`config.mk`:
```
export PLATFORM = sky130hd
export DESIGN_NAME = srio_nwr_arbiter
export DESIGN_NICKNAME = d
export VERILOG_FILES = /design/src/rtl/srio_user_pkg.sv /design/src/rtl/srio_nwr_arbiter_rr_pick.sv /design/src/rtl/srio_nwr_arbiter.sv
export SDC_FILE = /design/constraint.sdc
export NUM_CORES = 1
export LEC_CHECK = 0
export ABC_AREA = 1
export ABC_CLOCK_PERIOD_IN_PS = 2450
export BUFFER_PORTS_ARGS = -buffer_cell sky130_fd_sc_hd__buf_2
export CORE_AREA = 2 2 259 261
export CTS_BUF_LIST = sky130_fd_sc_hd__clkbuf_4 sky130_fd_sc_hd__clkbuf_8
export DETAILED_ROUTE_END_ITERATION = 8
export DIE_AREA = 0 0 261 263
export SKIP_LAST_GASP = 1
export SYNTH_ARGS = -nofsm -noshare
export SYNTH_HDL_FRONTEND = slang
export SYNTH_SLANG_ARGS = --single-unit
```
`constraint.sdc`:
```
create_clock -name log_clk -period 2.45 [get_ports log_clk]
set_clock_uncertainty 0.1 [all_clocks]
set_input_delay 0.49 -clock log_clk [delete_from_list [all_inputs] [get_ports log_clk]]
set_output_delay 0.49 -clock log_clk [all_outputs]
set_load 0.02 [all_outputs]
```
`src/rtl/srio_user_pkg.sv`:
```
`default_nettype none
// ============================================================================
// srio_user_pkg : SRIO user-port packet types, arbiter states, size helper (rev 1.0)
// ============================================================================
package srio_user_pkg;

   localparam logic [3:0] FTYPE_NWRITE   = 4'h5;
   localparam logic [3:0] FTYPE_SWRITE   = 4'h6;
   localparam logic [3:0] TTYPE_NWRITE   = 4'h4;
   localparam logic [3:0] TTYPE_NWRITE_R = 4'h5;

   typedef enum logic [1:0] {
      ST_IDLE  = 2'd0,
      ST_GRANT = 2'd1,
      ST_XFER  = 2'd2
   } arb_state_e;

   // tsize is byte count minus one; payload beats are 8 bytes wide.
   function automatic logic [9:0] beats_from_tsize(input logic [11:0] tsize);
      return 10'(tsize >> 3) + 10'd1;
   endfunction

endpackage
`default_nettype wire

```
`src/rtl/srio_nwr_arbiter_rr_pick.sv`:
```
`default_nettype none
// ============================================================================
// rr_pick : combinational round-robin winner search starting at ptr (rev 1.0)
// ============================================================================
module rr_pick #(
   parameter int NUM_REQ = 4,
   parameter int IDX_W   = $clog2(NUM_REQ)
) (
   input  logic [NUM_REQ-1:0] req_i,
   input  logic [IDX_W-1:0]   ptr_i,
   output logic [NUM_REQ-1:0] grant_o,
   output logic [IDX_W-1:0]   idx_o,
   output logic               valid_o
);

   int p;

   // Scan offsets high to low so the smallest offset from ptr wins last.
   always_comb begin
      grant_o = '0;
      idx_o   = '0;
      valid_o = |req_i;
      p       = 0;
      for (int k = NUM_REQ - 1; k >= 0; k--) begin
         p = int'(ptr_i) + k;
         if (p >= NUM_REQ) begin
            p = p - NUM_REQ;
         end
         if (req_i[IDX_W'(p)]) begin
            idx_o = IDX_W'(p);
         end
      end
      if (valid_o) begin
         grant_o[idx_o] = 1'b1;
      end
   end

endmodule
`default_nettype wire

```
`src/rtl/srio_nwr_arbiter.sv`:
```
`default_nettype none
// ============================================================================
// srio_nwr_arbiter : round-robin sharing of the SRIO NWRITE user port (rev 1.0)
// ============================================================================
module srio_nwr_arbiter
   import srio_user_pkg::*;
#(
   parameter int NUM_REQ = 4
) (
   input  logic                    log_clk,
   input  logic                    log_rst_n,
   input  logic                    nwr_ready_in,
   input  logic                    nwr_busy_in,
   input  logic [NUM_REQ-1:0]      req_valid_i,
   input  logic [34*NUM_REQ-1:0]   req_addr_i,
   input  logic [4*NUM_REQ-1:0]    req_ftype_i,
   input  logic [4*NUM_REQ-1:0]    req_ttype_i,
   input  logic [12*NUM_REQ-1:0]   req_tsize_i,
   input  logic [64*NUM_REQ-1:0]   req_tdata_i,
   input  logic [NUM_REQ-1:0]      req_tvalid_i,
   input  logic [NUM_REQ-1:0]      req_tlast_i,
   input  logic [8*NUM_REQ-1:0]    req_tkeep_i,
   output logic [NUM_REQ-1:0]      req_tready_o,
   output logic [NUM_REQ-1:0]      grant_o,
   output logic [33:0]             user_addr_o,
   output logic [3:0]              user_ftype_o,
   output logic [3:0]              user_ttype_o,
   output logic [11:0]             user_tsize_o,
   output logic [63:0]             user_tdata_o,
   output logic [7:0]              user_tkeep_o,
   output logic                    user_tvalid_o,
   output logic                    user_tlast_o,
   input  logic                    user_tready_in,
   output logic                    len_err_o,
   output logic                    pkt_done_o
);

   localparam int IDX_W = $clog2(NUM_REQ);

   arb_state_e         state_q, state_d;
   logic [IDX_W-1:0]   ptr_q, ptr_d;
   logic [IDX_W-1:0]   gidx_q, gidx_d;
   logic [NUM_REQ-1:0] grant_q, grant_d;
   logic [33:0]        addr_q, addr_d;
   logic [3:0]         ftype_q, ftype_d;
   logic [3:0]         ttype_q, ttype_d;
   logic [11:0]        tsize_q, tsize_d;
   logic [8:0]         beat_q, beat_d;
   logic               ovf_q, ovf_d;
   logic               len_err_q, len_err_d;
   logic               pkt_done_q, pkt_done_d;

   logic [33:0]        addr_a  [NUM_REQ];
   logic [3:0]         ftype_a [NUM_REQ];
   logic [3:0]         ttype_a [NUM_REQ];
   logic [11:0]        tsize_a [NUM_REQ];
   logic [63:0]        tdata_a [NUM_REQ];
   logic [7:0]         tkeep_a [NUM_REQ];

   logic [NUM_REQ-1:0] pick_oh;
   logic [IDX_W-1:0]   pick_idx;
   logic               pick_any;
   logic               in_xfer;
   logic               hs;
   logic [9:0]         exp_beats;
   logic [9:0]         beat_inc;

   assign in_xfer = (state_q == ST_XFER);

   generate
      for (genvar i = 0; i < NUM_REQ; i++) begin : g_req
         assign addr_a[i]       = req_addr_i[i*34 +: 34];
         assign ftype_a[i]      = req_ftype_i[i*4 +: 4];
         assign ttype_a[i]      = req_ttype_i[i*4 +: 4];
         assign tsize_a[i]      = req_tsize_i[i*12 +: 12];
         assign tdata_a[i]      = req_tdata_i[i*64 +: 64];
         assign tkeep_a[i]      = req_tkeep_i[i*8 +: 8];
         assign req_tready_o[i] = in_xfer && (gidx_q == IDX_W'(i)) && user_tready_in;
      end
   endgenerate

   rr_pick #(
      .NUM_REQ (NUM_REQ),
      .IDX_W   (IDX_W)
   ) u_rr_pick (
      .req_i   (req_valid_i),
      .ptr_i   (ptr_q),
      .grant_o (pick_oh),
      .idx_o   (pick_idx),
      .valid_o (pick_any)
   );

   // Payload is a straight mux of the granted requester, forced quiet outside XFER.
   assign user_tvalid_o = in_xfer && req_tvalid_i[gidx_q];
   assign user_tlast_o  = in_xfer && req_tlast_i[gidx_q];
   assign user_tdata_o  = in_xfer ? tdata_a[gidx_q] : '0;
   assign user_tkeep_o  = in_xfer ? tkeep_a[gidx_q] : '0;

   assign hs        = user_tvalid_o && user_tready_in;
   assign exp_beats = beats_from_tsize(tsize_q);
   assign beat_inc  = {1'b0, beat_q} + 10'd1;

   always_comb begin
      state_d    = state_q;
      ptr_d      = ptr_q;
      gidx_d     = gidx_q;
      grant_d    = grant_q;
      addr_d     = addr_q;
      ftype_d    = ftype_q;
      ttype_d    = ttype_q;
      tsize_d    = tsize_q;
      beat_d     = beat_q;
      ovf_d      = ovf_q;
      len_err_d  = 1'b0;
      pkt_done_d = 1'b0;
      case (state_q)
         ST_IDLE: begin
            if (nwr_ready_in && !nwr_busy_in && pick_any) begin
               state_d = ST_GRANT;
               gidx_d  = pick_idx;
               grant_d = pick_oh;
               addr_d  = addr_a[pick_idx];
               ftype_d = ftype_a[pick_idx];
               ttype_d = ttype_a[pick_idx];
               tsize_d = tsize_a[pick_idx];
               beat_d  = '0;
               ovf_d   = 1'b0;
            end
         end
         ST_GRANT: begin
            state_d = ST_XFER;
         end
         ST_XFER: begin
            if (hs) begin
               beat_d = beat_inc[8:0];
               if (user_tlast_o) begin
                  pkt_done_d = 1'b1;
                  len_err_d  = ovf_q || (beat_inc != exp_beats);
                  ptr_d      = (gidx_q == IDX_W'(NUM_REQ - 1)) ? '0 : gidx_q + IDX_W'(1);
                  grant_d    = '0;
                  beat_d     = '0;
                  ovf_d      = 1'b0;
                  state_d    = ST_IDLE;
               end else if (!ovf_q && (beat_inc == exp_beats)) begin
                  // Overrun is flagged once; the packet still runs to its tlast.
                  len_err_d = 1'b1;
                  ovf_d     = 1'b1;
               end
            end
         end
         default: begin
            state_d = ST_IDLE;
            grant_d = '0;
         end
      endcase
   end

   always_ff @(posedge log_clk or negedge log_rst_n) begin
      if (!log_rst_n) begin
         state_q    <= ST_IDLE;
         ptr_q      <= '0;
         gidx_q     <= '0;
         grant_q    <= '0;
         addr_q     <= '0;
         ftype_q    <= '0;
         ttype_q    <= '0;
         tsize_q    <= '0;
         beat_q     <= '0;
         ovf_q      <= 1'b0;
         len_err_q  <= 1'b0;
         pkt_done_q <= 1'b0;
      end else begin
         state_q    <= state_d;
         ptr_q      <= ptr_d;
         gidx_q     <= gidx_d;
         grant_q    <= grant_d;
         addr_q     <= addr_d;
         ftype_q    <= ftype_d;
         ttype_q    <= ttype_d;
         tsize_q    <= tsize_d;
         beat_q     <= beat_d;
         ovf_q      <= ovf_d;
         len_err_q  <= len_err_d;
         pkt_done_q <= pkt_done_d;
      end
   end

   assign grant_o      = grant_q;
   assign user_addr_o  = addr_q;
   assign user_ftype_o = ftype_q;
   assign user_ttype_o = ttype_q;
   assign user_tsize_o = tsize_q;
   assign len_err_o    = len_err_q;
   assign pkt_done_o   = pkt_done_q;

endmodule
`default_nettype wire

```
### Word level (Yosys, flattened, before mapping)

Cells that the tools add are included.

* RAM bits: 0
* bits in latches: 0
* bits in registers: 76
* input bits: 521
* logic and storage cells: 149
* memories: 0
* memory bits (read-only): 0
* output and inout port bits: 138

* multiply operators: 0
* add/sub/neg operators: 10
* $lt $le $gt $ge: 13
* multiplexer cells: 72
* equality and inequality tests: 11
* shift operators: 0
* reduce and logical (&&, ||, !) cells: 28
* bitwise logic cells: 3
* divide/modulo/power cells: 0

Operators by type and width (number)
* $mux W64: 3
* $bmux W64 S2: 1
* $bmux W34 S2: 1
* $mux W34: 2
* $mux W4: 8
* $mux W9: 3
* $bmux W12 S2: 1
* $mux W12: 2
* $mux W2: 12
* $mux W8: 3
* $mux W1: 22
* $add A9 B1 Y10 const B: 2
* $pmux W9 S2: 1
* $bmux W4 S2: 2
* $bmux W8 S2: 1
* $lt A2 B4 Y1 const B: 4
* $ge A3 B3 Y1 const B: 5
* $logic_and A1 B1 Y1: 15
* $bmux W1 S2: 6
* $pmux W4 S3: 1
* $eq A10 B10 Y1: 1
* $ne A10 B10 Y1: 1
* $reduce_and A3 Y1: 3
* $reduce_and A4 Y1: 2
* other kinds (23): 35

### Longest topological paths before layout

Gate-level depths: netlist (run 1).

* depth in word-level cells: 17
* depth in mapped cells: 17
* mapped depth without buffers: 15

### Cells and area by module

A second synthesis (run 1) with hierarchy kept.

* cell total of the unflattened synthesis: 1410
* area, all modules: 7768.7 µm²

Modules (own cells, without submodules)
* srio_nwr_arbiter: area each 7487.2 µm², instances 1, seq. area each 1901.8 µm², cells an instance 1344
* rr_pick: area each 281.5 µm², instances 1, seq. area each 0.0 µm², cells an instance 66

### Least setup slack after synthesis (run 1)

Ideal clock, no wire load.

* kind: register -> output
* from: reg gidx_q[0]
* to: out user_tdata_o[30]
* arrival: 1.821 ns
* stages on the path, launching flop included: 8
* required time: 1.860 ns
* path buffers: 3
* setup slack: 0.039 ns
* path through: dfrtp_1 clkbuf_1 clkbuf_1 buf_1 nor2_1 nor2_1 o21ai_0 a21oi_1

* longest elaborated chain between the ends: 5

RTL lines
* start: declaration: RTL line srio_nwr_arbiter.sv:42 `logic [IDX_W-1:0] gidx_q, gidx_d;`
* start signal: assignment: RTL line srio_nwr_arbiter.sv:175 `gidx_q <= gidx_d;`
* $not A2 Y3 (implied by the code): RTL line srio_nwr_arbiter.sv:96 `assign user_tdata_o = in_xfer ? tdata_a[gidx_q] : '0;`
* $bmux W64 S2: RTL line srio_nwr_arbiter.sv:96
* $mux W64 (implied by the code) (2 in series): RTL line srio_nwr_arbiter.sv:96
* $mux W64: RTL line srio_nwr_arbiter.sv:96
* end: declaration: RTL line srio_nwr_arbiter.sv:29 `output logic [63:0] user_tdata_o,`

Every way passes these cells. The select of a mux whose other input is x is not followed.

### Worst setup path in the final report (run 1)

* from: reg gidx_q[0]
* to: out user_tdata_o[14]

Same word-level chain as after synthesis.

==> results of run 1 <==
through the flow:
step           cells  cell area, sq um
2_1_floorplan   1608              8394
3_3_place_gp    3091             13130
3_5_place_dp    3091             13130
4_1_cts         3134             14420
5_1_grt         3153             14790
6_report        3156             14800
layer usage:
layer	up-vias	global-route usage
li1	6481	-
met2	615	0.3007
met3	108	0.02985
met5	-	0
met1	5824	0.1769
met4	2	0.06112
state kept, by name (all words and copies together), names as in the netlist:
signal	cells
user_ttype_o	4
gidx_q	2
grant_o	4
user_addr_o	34
len_err_o	1
state_q	2
user_ftype_o	4
beat_q	9
ovf_q	1
ptr_q	2
user_tsize_o	12
pkt_done_o	1
cell type report:
type                       count  area (sq um)  area share
multi-input combinational   1371          6123      0.4138
sequential                    76          1913      0.1293
inverter                      44         185.2     0.01251
timing repair buffer         770          5213      0.3522
timing repair inverter         1         6.256   0.0004227
clock buffer                   9         123.9    0.008370
clock inverter                 7         118.9    0.008032
tap                          864          1081     0.07305
antenna                       14         35.03    0.002367
report_power, final:
part	internal, uW	total [uW]	switching (uW)
clock	606	1240	636
combinational	7180	18600	11400
sequential	1820	2410	595
total	9600	22300	12700
cells in the final DEF, fill, tap and decap left out, drive strengths merged:
master	Yosys	routed
clkbuf	73	12
a22oi	1	1
nand3	141	141
diode	0	14
o22ai	6	6
dfrtp	76	76
a21oi	75	75
clkinv	0	3
nand2	644	644
inv	44	47
nor3	1	1
dlygate4sd3	0	1
nand4	5	5
o21ai	156	156
ha	6	6
a32o	1	1
xnor2	3	3
bufbuf	0	6
mux2i	1	1
buf	44	760
nand3b	1	1
xor2	3	3
nor2	323	323
o31ai	4	4
bufinv	0	2
critical path, delay by kind of cell (launching register included):
kind | cells | cell delay, ns
buf+inv | 4 | 0.58
flops | 1 | 0.59
compound gates | 2 | 0.25
simple gates | 2 | 0.21
worst paths after layout:
path                                       startpoint                           to  slack [ns]  cells after the start
max                             gidx_q[0]$_DFFE_PN0P_             user_tdata_o[14]       -0.19                      8
min                                    user_tready_in          len_err_o$_DFF_PN0_        0.33                      3
max reg2reg                     gidx_q[0]$_DFFE_PN0P_        beat_q[7]$_DFFE_PN0P_        0.18                     10
min reg2reg                user_addr_o[8]$_DFFE_PN0P_   user_addr_o[8]$_DFFE_PN0P_        0.39                      2
max in group asynchronous                   log_rst_n  user_addr_o[33]$_DFFE_PN0P_        1.11                      3
min in group asynchronous                   log_rst_n  user_tsize_o[2]$_DFFE_PN0P_        0.51                      2
cell families after synthesis:
kind of cell | count (synthesis)
compound gates | 243
xor+xnor | 6
fa+ha+maj | 6
buf+inv | 161
flops | 76
mux | 1
simple gates | 1115
what timing repair did:
action                                 CTS  global route
pin swaps                               51            41
gates resized for setup                200            81
hold buffers                             1             0
setup endpoints to repair               76           128
gates cloned                            17             3
setup buffers                            9             6
endpoints found under the hold margin   30             0
==> flow_results.org, run 1 <==
** STA
- Maximum clock rate :: around 0.38 GHz
- Setup violations remaining at the end of the flow were counted as 75.
- Endpoints failing hold :: 0
- RSZ-0062 raised after global routing :: true
- At the pin with the least slew margin, the transition time is 0.5227 ns.
- The tightest hold path in the finished design has a slack of about 0.33 ns.
- In this run the tightest slew margin relative to its limit is 0.6515.
- Once routing completed, OpenROAD measured the worst setup slack at -0.1897 ns.
- The number of max-slew violations in the final report was 0.
- For the final routed database, the setup TNS stands at -7.854 ns.
- Part of the cycle the worst path needs :: 1.077
- The worst path in the final design needs a cycle of ~2.6 ns, including I/O delays and setup.

** Setup path
- Crit Path Class :: reg -> out
- Cell type of the slowest stage on the worst timing path :: sky130_fd_sc_hd__dfrtp_4
- Required time reported for the critical path endpoint :: roughly 1.9 ns
- In this design, the stage delay of the slowest critical-path cell is approximately 0.6 ns.
- Critical path endpoint category :: primary output
- In this run the worst path has a maximum fanout of 8.
- Walking the worst path, the cells encountered are buf_16 -> buf_12 -> buf_8 -> nor2_1 -> nor2_2 -> o21ai_0 -> a21oi_1 -> buf_4.
- Sort of element at the start of the critical path :: register
- Arr. time, crit path :: about 2.1 ns

** Layout
- Post-synthesis to final-layout area growth :: 76.30%
- In the final layout, the share of cells above drive strength 1 is 0.3859.
- Nets :: between 2000 and 3000
- Final cell utilization of the core :: 0.2255
- Layout filler cell count :: around 7600

** Synthesis
- The share of the Yosys chip area taken by registers is 0.2266.
- Yosys printed 0 warnings.
- Compound-gate portion of the synthesized area :: 0.1479
- Synth Area in Adders :: 0.008943
- Post-synth top cells :: 642 x sky130_fd_sc_hd__nand2_1, 322 x sky130_fd_sc_hd__nor2_1, 154 x sky130_fd_sc_hd__o21ai_0, 139 x sky130_fd_sc_hd__nand3_1, 76 x sky130_fd_sc_hd__dfrtp_1
- Post-Synthesis Net Count :: around 2100
- Fraction of registers with async set/reset :: 1.000
- Cell variety after synth :: 29
- Dividing the synthesized area by the synthesized cell count gives about 5.2 sq um.
- The biggest area contributor in the post-synthesis netlist is sky130_fd_sc_hd__nand2_1.
- After synthesis, the largest family of logic cells by area is simple AND/OR/NAND/NOR gates.
- Synth area leaders :: sky130_fd_sc_hd__nand2_1 29%, sky130_fd_sc_hd__dfrtp_1 23%, sky130_fd_sc_hd__nor2_1 14%
- Xor and xnor area share after synthesis :: 0.006260
- Synthesis inferred between 70 and 80 register bits.
- The mapped netlist covers between 8000 and 9000 sq um.
- Counting flops with a built-in enable in the synthesized netlist gives 0.
- Synthesis handed over a netlist of approximately 1600 instances.
- Leading register cell type out of synthesis :: sky130_fd_sc_hd__dfrtp_1
- Of the total synthesized cell area, the portion taken by AND, OR, NAND and NOR gates is 0.5250.
- After synthesis, the share of cell area in mux cells is 0.001192.
- Portion of synthesized cell area occupied by the leading cell type :: 0.2871
- Yosys instantiated no cell more often than sky130_fd_sc_hd__nand2_1.

** Clocking
- TritonCTS clock tree :: yes
- In this run the number of H-tree levels came out at 3.
- CTS sink count :: 76
- Maximum number of buffers from clock root to sink :: 2
- CTS buffer count :: 9
- Clock network latency to the later pin of the worst-skew pair :: approximately 0.4 ns
- The tree is rooted in a sky130_fd_sc_hd__clkbuf_8.
- Clock slew at reported path FFs :: ~0.12 ns

** Route
- The highest metal layer carrying signal wires in the routed design is met5.
- After the first detailed-routing iteration, the DRC count stood at approximately 840.
- The detailed router put a total of about 22000 um of wire on met1.
- In the routed design, unresolved DRC markers number 0.
- Routed via count :: 13030
- Met2 WL :: 29840 um
- The first detailed-routing pass ran for 5 iterations.
- Total wire length :: just under 60000 um
- Antenna violation net count after detailed routing :: 0
- Detailed-route vias per instance :: about 4.1
- Post-DR wirelength/cell :: between 15 and 20 um
- Summed over all nets, wire length on met3 after detailed routing comes to slightly below 4000 um.

** Power and ir drop
- Largest voltage drop on the vdd net :: around 620 uV
- Power after layout :: between 20000 and 25000 uW
- Leakage power summed over all cells :: approximately 0.0081 uW
- For this design the ratio of total power to cell area is 1504 nW/um^2.

** Worst hold path
- The path class of the tightest hold or removal check is in -> reg.

** Flow run
- Max-cap violations in this run came to 0.

** Die
- Number of placed I/O pins :: 659
- In this run the horizontal extent of the chip is 261 um.
- From bottom edge to top edge, the die measures 263 um.
- Overall die area :: around 69000 sq um
- The floorplan has 94 rows.
- Initial core utilization :: 0.1279
- Core Box Area :: roughly 66000 sq um

** Global routing
- Global-route usage over all layers :: 0.1606
- The first global-routing pass estimated 81390 um of wire.
- Via count of the first global-routing pass :: between 10000 and 15000
- Maximum number of pins on one net before global-route repair :: 75
- Global routing finished with a remaining overflow of 0.
- The number of antenna violations at the first check in global routing came to 29.

** Placement
- Timing analysis after detailed placement gives a worst setup slack of between 0.1 and 0.15 ns.
- Total half-perimeter wirelength after legalization and detailed placement :: about 45000 um
- Routability congestion estimate :: between 0.8 and 0.9
- In this run the tool buffered the top-level ports with 658 buffer cells.

** Outcome
- The final reports fail on setup timing.
- The flow ran to the end, but the final reports show violations.
Note: power is estimated with default switching activity, not from simulation.
==> run 2, diff against run 1 <==
--- a/config.mk
+++ b/config.mk
@@ -5,13 +5,14 @@
 export SDC_FILE = /design/constraint.sdc
 export NUM_CORES = 1
 export LEC_CHECK = 0
-export ABC_AREA = 1
+export ABC_AREA = 0
 export ABC_CLOCK_PERIOD_IN_PS = 2450
 export BUFFER_PORTS_ARGS = -buffer_cell sky130_fd_sc_hd__buf_2
 export CORE_AREA = 2 2 259 261
 export CTS_BUF_LIST = sky130_fd_sc_hd__clkbuf_4 sky130_fd_sc_hd__clkbuf_8
 export DETAILED_ROUTE_END_ITERATION = 8
 export DIE_AREA = 0 0 261 263
+export REMOVE_ABC_BUFFERS = 1
 export SKIP_LAST_GASP = 1
 export SYNTH_ARGS = -nofsm -noshare
 export SYNTH_HDL_FRONTEND = slang
==> run 2 against run 1 <==
Net effect:
- power fell by 36%
- largest cell class unchanged
- final area fell by 8.5%
- sequential power fell by 11%
- global-route usage fell by 3.4 points
- synthesized cell count fell by 46%
- flip-flop and latch count did not move
- critical endpoint is now user_tdata_o[57]
- critical path depth fell by 3
- the flow still finishes with violations (setup timing)
- combinational power fell by 40%
==> flow_results.org, run 2 <==
** Setup path
- Arr. time, crit path :: 2.14 ns (was 2.05 ns)
- The category of the critical setup timing path was reg -> out (unchanged).
- Critical path endpoint category :: primary output (unchanged)
- Max Fanout on Critical Path :: 5 (was 8)
- The worst endpoint required time is 1.86 ns (about the same).
- Sort of element at the start of the critical path :: register (unchanged)

** Clocking
- The maximum number of buffers from clock root to sink is 2 (unchanged).
- CTS buffer count :: 9 (unchanged)
- TritonCTS clock tree :: yes (unchanged)
- The clock root buffer was sky130_fd_sc_hd__clkbuf_8 (unchanged).
- The latest clock arrival within the worst-skew pair was 0.40 ns (about the same).
- CTS sink count :: 76 (unchanged)
- The depth of the CTS H-tree was 3 (unchanged).
- The clock-pin slew of the registers on the worst-case setup and hold paths came to 0.11 ns (was 0.12 ns).

** STA
- Worst-Margin Slew :: 0.4890 ns (was 0.5227 ns)
- RSZ-0062 raised after global routing: true (unchanged).
- The final setup violation count is 77 (was 75).
- Maximum clock rate :: 0.3666 GHz (was 0.3788 GHz)
- Part of the cycle the worst path needs :: 1.113 (was 1.077)
- The number of max-slew violations in the final report is 0 (unchanged).
- The setup total negative slack came to -16.13 ns (was -7.854 ns).
- The least setup slack across all paths after layout came to -0.2777 ns (was -0.1897 ns).
- Endpoints failing hold :: 0 (unchanged)
- Worst-case headroom to the max-slew limit :: 0.6740 (was 0.6515)
- The final critical-path required period came to 2.728 ns (was 2.640 ns).

** Die
- Number of placed I/O pins :: 659 (unchanged)
- The row count was 94 (unchanged).
- Initial core utilization :: 0.1121 (was 0.1279)
- Die outline height :: 263 um (unchanged)
- Core Box Area :: 65630 sq um (unchanged)
- The die width is 261 um (unchanged).
- The die area is 68640 sq um (unchanged).

** Synthesis
- The dominant cell by count in the synthesized netlist is sky130_fd_sc_hd__nand2_1 (unchanged).
- Share of synthesized area occupied by flip-flops and latches :: 0.2586 (was 0.2266)
- Cell variety after synth :: 46 (was 29)
- The library cell with the largest summed area after synthesis was sky130_fd_sc_hd__dfrtp_1 (was sky130_fd_sc_hd__nand2_1).
- Number of enable-type register cells in the synthesized netlist :: 0 (unchanged)
- The fraction of synthesis flops using an asynchronous set or reset pin is 1.000 (unchanged).
- Post-synth top cells :: 285 x sky130_fd_sc_hd__nand2_1, 114 x sky130_fd_sc_hd__and3_1, 76 x sky130_fd_sc_hd__dfrtp_1, 74 x sky130_fd_sc_hd__and2_1, 74 x sky130_fd_sc_hd__mux4_2 (was 642 x sky130_fd_sc_hd__nand2_1, 322 x sky130_fd_sc_hd__nor2_1, 154 x sky130_fd_sc_hd__o21ai_0, 139 x sky130_fd_sc_hd__nand3_1, 76 x sky130_fd_sc_hd__dfrtp_1)
- Combined area of all synthesized cells :: 7355 sq um (was 8394 sq um)
- The total number of yosys warnings came to 0 (unchanged).
- Synth area leaders: sky130_fd_sc_hd__dfrtp_1 26%, sky130_fd_sc_hd__mux4_2 23%, sky130_fd_sc_hd__nand2_1 15% (was sky130_fd_sc_hd__nand2_1 29%, sky130_fd_sc_hd__dfrtp_1 23%, sky130_fd_sc_hd__nor2_1 14%).
- The register bit total from synthesis came to 76 (unchanged).
- Leading register cell type out of synthesis :: sky130_fd_sc_hd__dfrtp_1 (unchanged)
- Post-synthesis instance total :: 864 (was 1608)
- Portion of synthesized cell area occupied by the leading cell type :: 0.2586 (was 0.2871)
- Average instance area after synthesis :: 8.512 sq um (was 5.220 sq um)

** Placement
- The port buffer count is 658 (unchanged).
- Routability congestion estimate :: 0.8551 (was 0.8788)
- The placed instance count came to 2379 (was 3091).
- Total placed instance area :: 12200 sq um (was 13130 sq um)
- Total half-perimeter wirelength after legalization and detailed placement :: 37640 um (was 45140 um)

** Layout
- Design area :: 13540 sq um (was 14800 sq um)
- Post-synthesis to final-layout area growth :: 84.08% (was 76.30%)
- Top library cells by usage in the layout, fill and taps aside :: 583 x sky130_fd_sc_hd__buf_2, 285 x sky130_fd_sc_hd__nand2_1, 114 x sky130_fd_sc_hd__and3_1 (was 640 x sky130_fd_sc_hd__nand2_1, 587 x sky130_fd_sc_hd__buf_2, 275 x sky130_fd_sc_hd__nor2_1)
- Share of final-layout standard cells stronger than drive strength 1 :: 0.6023 (was 0.3859)
- Largest register FFs :: 34 (unchanged)
- The number of nets in the layout came to 2081 (was 2800).
- The commonest non-fill, non-tap cell in the layout was sky130_fd_sc_hd__buf_2 (was sky130_fd_sc_hd__nand2_1).
- The non-filler instance count after layout is 2433 (was 3156).

** Global routing
- The routing usage on met2 was 0.2222 (was 0.3007).
- The maximum number of pins on one net before global-route repair is 59 (was 75).
- Met1 GRT Util :: 0.1361 (was 0.1769)
- Global-route usage over all layers :: 0.1267 (was 0.1606)
- Global-route wire length before repair :: 63000 um (was 81390 um)
- Via count of the first global-routing pass :: 9822 (was 12490)
- The total global routing overflow is 0 (unchanged).
- The layer carrying the most global-route usage is met2 (unchanged).
- Met3 Track Usage GR :: 0.03216 (was 0.02985)
- The number of antenna violations at the first check in global routing is 20 (was 29).

** Outcome
- Run status :: finished, violations left (unchanged)
- Violated checks :: setup timing (unchanged)

** Flow run
- Number of max-cap violations :: 0 (unchanged)

** Power and ir drop
- Largest voltage drop on the vdd net :: 352.4 uV (was 615.9 uV)
- The power density over cell area came to 1058 nW/um^2 (was 1504 nW/um^2).
- Leakage power summed over all cells :: 0.006894 uW (was 0.008071 uW)

** Worst hold path
- The classification of the worst-slack hold path is in -> reg (unchanged).

** Route
- The post-detailed-route via-to-cell ratio came to 3.937 (was 4.129).
- DR pass1 iterations :: 5 (unchanged)
- Post-DR wirelength/cell :: 18.96 um (was 18.55 um)
- Total wire length :: 46140 um (was 58550 um)
- The total number of vias is 9578 (was 13030).
- Antenna violation net count after detailed routing :: 0 (unchanged)
- DRC marker count from the first detailed-route iteration :: 415 (was 836)
- The residual DRC count came to 0 (unchanged).
run 2: cell count changes in the layout (fill, tap and decap cells not counted), sizes merged, moves of 12 or more:
cell	previous run	this run
and2	0	74
nand3	141	7
nand2	644	285
o31ai	4	57
o21ai	156	12
a21oi	75	4
mux4	0	74
buf	760	748
inv	47	10
and3	0	114
nor2	323	13
run 2: routing by layer:
| metal | wire length (um) | vias to the layer above |
|---|---|---|
| met5 | 41 | - |
| met4 | 2696 | 6 |
| met3 | 3778 | 87 |
| met2 | 22460 | 525 |
| met1 | 17160 | 4503 |
| li1 | - | 4457 |
run 2: cell type report:
cell class                      instances  area, sq um
Clock buffer                            9        123.9
Tap cell                              864         1081
Inverter                                7        28.78
Sequential cell                        76         1909
Multi-Input combinational cell        707         5424
Clock inverter                          7        57.56
Fill cell                            7288        52090
Timing Repair Buffer                  753         4888
Antenna cell                           10        25.02
run 2: final timing paths:
kind	endpoint	from	cells past startpoint	slack, ns
worst min register to register	user_addr_o[24]$_DFFE_PN0P_	user_addr_o[24]$_DFFE_PN0P_	2	0.38
worst max-delay path	user_tdata_o[57]	gidx_q[0]$_DFFE_PN0P_	5	-0.28
min in group asynchronous	user_ftype_o[0]$_DFFE_PN0P_	log_rst_n	2	0.46
worst max register to register	ovf_q$_DFFE_PN0P_	gidx_q[0]$_DFFE_PN0P_	9	-0.06
worst min-delay path	user_addr_o[26]$_DFFE_PN0P_	req_addr_i[128]	4	0.34
max in group asynchronous	user_addr_o[32]$_DFFE_PN0P_	log_rst_n	3	1.20
run 2: what timing repair did:
item                                    CTS  global route
endpoints found under the setup margin   75            99
pin swaps                                22            11
buffers inserted                         11             7
hold buffers                              1             0
gates cloned                              4             6
resized for setup                       103           164
hold endpoints to repair                 29             0
run 2: power breakdown:
group	switching [uW]	internal [uW]	total, uW	leakage, uW
combinational	5720	5430	11100	0.00584
clock	636	383	1020	0.0000882
sequential	393	1760	2150	0.000964
run 2: worst max-delay path, cell delays in order, from the launching register on:
cell and delay [ns]:
sky130_fd_sc_hd__dfrtp_4 0.51, sky130_fd_sc_hd__clkbuf_16 0.21, sky130_fd_sc_hd__buf_16 0.13, sky130_fd_sc_hd__mux4_2 0.55, sky130_fd_sc_hd__and2_1 0.18, sky130_fd_sc_hd__buf_2 0.15
run 2: cells by family after synthesis:
kind of cell	Yosys count	share of synthesized area
and+or+nand+nor	510	0.3328
AOI/OAI and AO/OA	93	0.09357
buffers and inverters	82	0.04423
muxes	77	0.2312
DFF	76	0.2586
xor gates and xnor gates	20	0.02943
adders and majority gates	6	0.01021
run 2: metrics by stage:
stage	util	worst slack (ns)	hold WS, ns	power [uW]
2_1_floorplan	-	-2.918	0.09441	7381
3_3_place_gp	0.1859	-0.08848	0.3551	11470
3_5_place_dp	0.1859	-0.08048	0.3622	11460
4_1_cts	0.1963	-0.3703	0.2956	13550
5_1_grt	0.2062	-0.3704	0.3314	15380
6_report	0.2063	-0.2777	0.3435	14320
==> run 3, diff against run 2 <==
--- a/config.mk
+++ b/config.mk
@@ -8,10 +8,10 @@
 export ABC_AREA = 0
 export ABC_CLOCK_PERIOD_IN_PS = 2450
 export BUFFER_PORTS_ARGS = -buffer_cell sky130_fd_sc_hd__buf_2
-export CORE_AREA = 2 2 259 261
+export CORE_AREA = 4 4 254 256
 export CTS_BUF_LIST = sky130_fd_sc_hd__clkbuf_4 sky130_fd_sc_hd__clkbuf_8
 export DETAILED_ROUTE_END_ITERATION = 8
-export DIE_AREA = 0 0 261 263
+export DIE_AREA = 0 0 258 260
 export REMOVE_ABC_BUFFERS = 1
 export SKIP_LAST_GASP = 1
 export SYNTH_ARGS = -nofsm -noshare
==> run 3 against run 2 <==
Net effect:
- power shrank 8.6%
- global-route usage grew 0.59 points
- final area shrank 4.3%
- the run still ends with setup timing left
- sequential share of layout area grew 0.64 points
- highest routed layer unchanged
- count of clock-buffer cells in the layout is the same
- critical path depth is the same
==> flow_results.org, run 3 (synthesized netlist as in run 2, its figures left out) <==
** Power and ir drop
- The leakage power total came to 0.006680 uW (was 0.006894 uW).
- Switching power as a share of total power :: 0.4942 (was 0.4712)
- The overall power consumption is 13080 uW (was 14320 uW).
- Register share of total power :: 0.163 (was 0.150)
- The worst IR drop on VDD came to 343.1 uV (was 352.4 uV).
- The clock share of power is 0.076 (was 0.071).
- Pwr dens :: 1010 nW/um^2 (was 1058 nW/um^2)
- Relative contribution of combinational cells to total power :: 0.761 (was 0.778)
- The internal portion of total power is 6618 uW (was 7571 uW).
- Switching power :: 6465 uW (was 6746 uW)

** Setup path
- Required time reported for the critical path endpoint :: 1.86 ns (about the same)
- The data arrival at the endpoint of the critical path was 2.14 ns (about the same).
- CP Buf/Inv Count :: 3 (unchanged)
- The largest stage delay on the critical path was 0.57 ns (was 0.55 ns).
- Max Fanout on Critical Path :: 18 (was 5)
- Crit Path Class :: reg -> out (unchanged)
- The family with the most delay on the worst path is multiplexers (unchanged).
- The critical path launch point type is a register (unchanged).
- The slowest library cell on the worst path is sky130_fd_sc_hd__mux4_2 (unchanged).
- Critical path endpoint category :: primary output (unchanged)
- Cell-by-cell listing of the critical path :: buf_12 -> buf_4 -> mux4_2 -> and2_1 -> buf_2 (was clkbuf_16 -> buf_16 -> mux4_2 -> and2_1 -> buf_2)

** Layout
- The flip-flop count of the largest register after layout is 34 (unchanged).
- Top library cells by usage in the layout, fill and taps aside: 650 x sky130_fd_sc_hd__buf_2, 285 x sky130_fd_sc_hd__nand2_1, 110 x sky130_fd_sc_hd__and3_1 (was 583 x sky130_fd_sc_hd__buf_2, 285 x sky130_fd_sc_hd__nand2_1, 114 x sky130_fd_sc_hd__and3_1).
- The share of cells above drive strength 1 is 0.5650 (was 0.6023).
- The relative area change from synthesis to final layout was 76.20% (was 84.08%).
- The number of nets in the layout is 2083 (was 2081).
- Design area :: 12960 sq um (was 13540 sq um)
- Most common cell after layout, fill and taps aside :: sky130_fd_sc_hd__buf_2 (unchanged)

** Route
- Antenna violation net count after detailed routing :: 0 (unchanged)
- The aggregate routed wire length came to 47730 um (was 46140 um).
- The residual DRC count was 0 (unchanged).
- The total number of vias was 9611 (was 9578).
- Detailed-route vias per instance :: 3.973 (was 3.937)
- DR pass1 iterations :: 5 (unchanged)
- The routed length per placed instance is 19.73 um (was 18.96 um).
- The number of design-rule violations left by the first detailed-router iteration was 448 (was 415).

** STA
- The headroom to the max-slew limit was 0.7151 (was 0.6740).
- The number of max-slew violations in the final report was 0 (unchanged).
- The portion of the clock cycle consumed by the worst path in the final layout came to 1.113 (about the same).
- Worst-Margin Slew :: 0.4262 ns (was 0.4890 ns)
- Finish-stage setup viols :: 79 (was 77)
- Setup slack after layout :: -0.2780 ns (was -0.2777 ns)
- Maximum clock rate :: 0.3666 GHz (about the same)
- Setup TNS :: -15.42 ns (was -16.13 ns)
- RSZ-0062 raised after global routing :: true (unchanged)
- The final critical-path required period was 2.728 ns (about the same).
- Endpoints failing hold :: 0 (unchanged)

** Flow run
- Number of max-cap violations :: 0 (unchanged)

** Clocking
- CTS buffer count :: 9 (unchanged)
- CTS sink count :: 76 (unchanged)
- Maximum number of buffers from clock root to sink :: 2 (unchanged)
- Clock slew at reported path FFs :: 0.11 ns (about the same)
- Number of levels in the clock H-tree :: 3 (unchanged)
- TritonCTS clock tree :: yes (unchanged)
- Clock network latency to the later pin of the worst-skew pair :: 0.39 ns (was 0.40 ns)
- Clock tree root driver cell :: sky130_fd_sc_hd__clkbuf_8 (unchanged)

** Placement
- Total half-perimeter wirelength after legalization and detailed placement :: 39500 um (was 37640 um)
- Routability congestion estimate :: 0.9142 (was 0.8551)
- Total placed instance area :: 12210 sq um (was 12200 sq um)
- The port buffer count came to 658 (unchanged).

** Die
- The standard cell core area is 62500 sq um (was 65630 sq um).
- Num rows :: 92 (was 94)
- Overall die area :: 67080 sq um (was 68640 sq um)
- Number of placed I/O pins :: 659 (unchanged)
- The starting density of the core was 0.1177 (was 0.1121).
- The height of the chip came to 260 um (was 263 um).
- The die width is 258 um (was 261 um).

** Worst hold path
- The classification of the worst-slack hold path is in -> reg (unchanged).

** Global routing
- The global-route wire length before repair came to 64760 um (was 63000 um).
- The combined global-route utilization of all metal layers came to 0.1326 (was 0.1267).
- Leftover overflow at the end of global routing :: 0 (unchanged)
- The via count of the first global-routing pass was 9570 (was 9822).
- The number of antenna violations at the first check in global routing came to 16 (was 20).
- Maximum number of pins on one net before global-route repair :: 53 (was 59)

** Outcome
- Violated checks: setup timing (unchanged).
- Run status: finished, violations left (unchanged).
-- run 3: per-layer routing --
metal,part of all wire,track usage
met1,0.38,0.1526
met5,0.00048,0
met2,0.50,0.2344
met3,0.074,0.02990
met4,0.045,0.06044
-- run 3: tightest hold or removal path: stages --
cell	delay, ns
sky130_fd_sc_hd__buf_2	0.09
sky130_fd_sc_hd__nand2_1	0.04
sky130_fd_sc_hd__and3_1	0.14
sky130_fd_sc_hd__o31ai_1	0.06
-- run 3: through the flow --
stage            util  instances  hold slack, ns  worst slack (ns)
4_1_cts        0.2018       2393          0.2906           -0.3642
2_1_floorplan       -        789         0.09441            -2.918
5_1_grt        0.2070       2412          0.3136           -0.3612
3_3_place_gp   0.1954       2364          0.3499           -0.1010
3_5_place_dp   0.1954       2364          0.3467          -0.08622
6_report       0.2073       2419          0.3468           -0.2780
-- run 3: final timing paths --
kind / startpoint / slack [ns] / endpoint / cells after the start
setup / recovery: gidx_q[0]$_DFFE_PN0P_ / -0.28 / user_tdata_o[43] / 5
hold / removal: req_addr_i[106] / 0.35 / user_addr_o[4]$_DFFE_PN0P_ / 4
setup reg to reg: gidx_q[0]$_DFFE_PN0P_ / -0.04 / ptr_q[1]$_DFFE_PN0P_ / 10
hold reg to reg: user_addr_o[19]$_DFFE_PN0P_ / 0.38 / user_addr_o[19]$_DFFE_PN0P_ / 2
max in group asynchronous: log_rst_n / 1.19 / user_addr_o[22]$_DFFE_PN0P_ / 3
min in group asynchronous: log_rst_n / 0.45 / user_addr_o[13]$_DFFE_PN0P_ / 2
-- run 3: final cells by class --
class                   count  area (sq um)
well taps                 846          1059
repair buffers            755          4432
inverters                   7         33.78
clock buffers               9         123.9
fillers                  7099         49550
flip-flops and latches     76          1911
clock inverters             7         57.56
multi-input cells         707          5313
diodes                     12         30.03
-- run 3: timing repair --
action | in CTS | in global routing
gates resized for setup | 20 | 36
endpoints found under the setup margin | 77 | 90
setup buffers | 11 | 10
hold endpoints to repair | 25 | 0
gates cloned | 1 | 4
pin swaps | 4 | 10
hold buffers | 1 | 0
-- run 3: power by group through the flow --
stage               Combinational (uW)  Clock (uW)  Sequential, uW
global placement                  9340           0            2150
floorplan                         4370           0            3010
finish                            9950         998            2140
global route                     10700        1140            2220
CTS                               9720        1110            2150
detailed placement                9300           0            2160
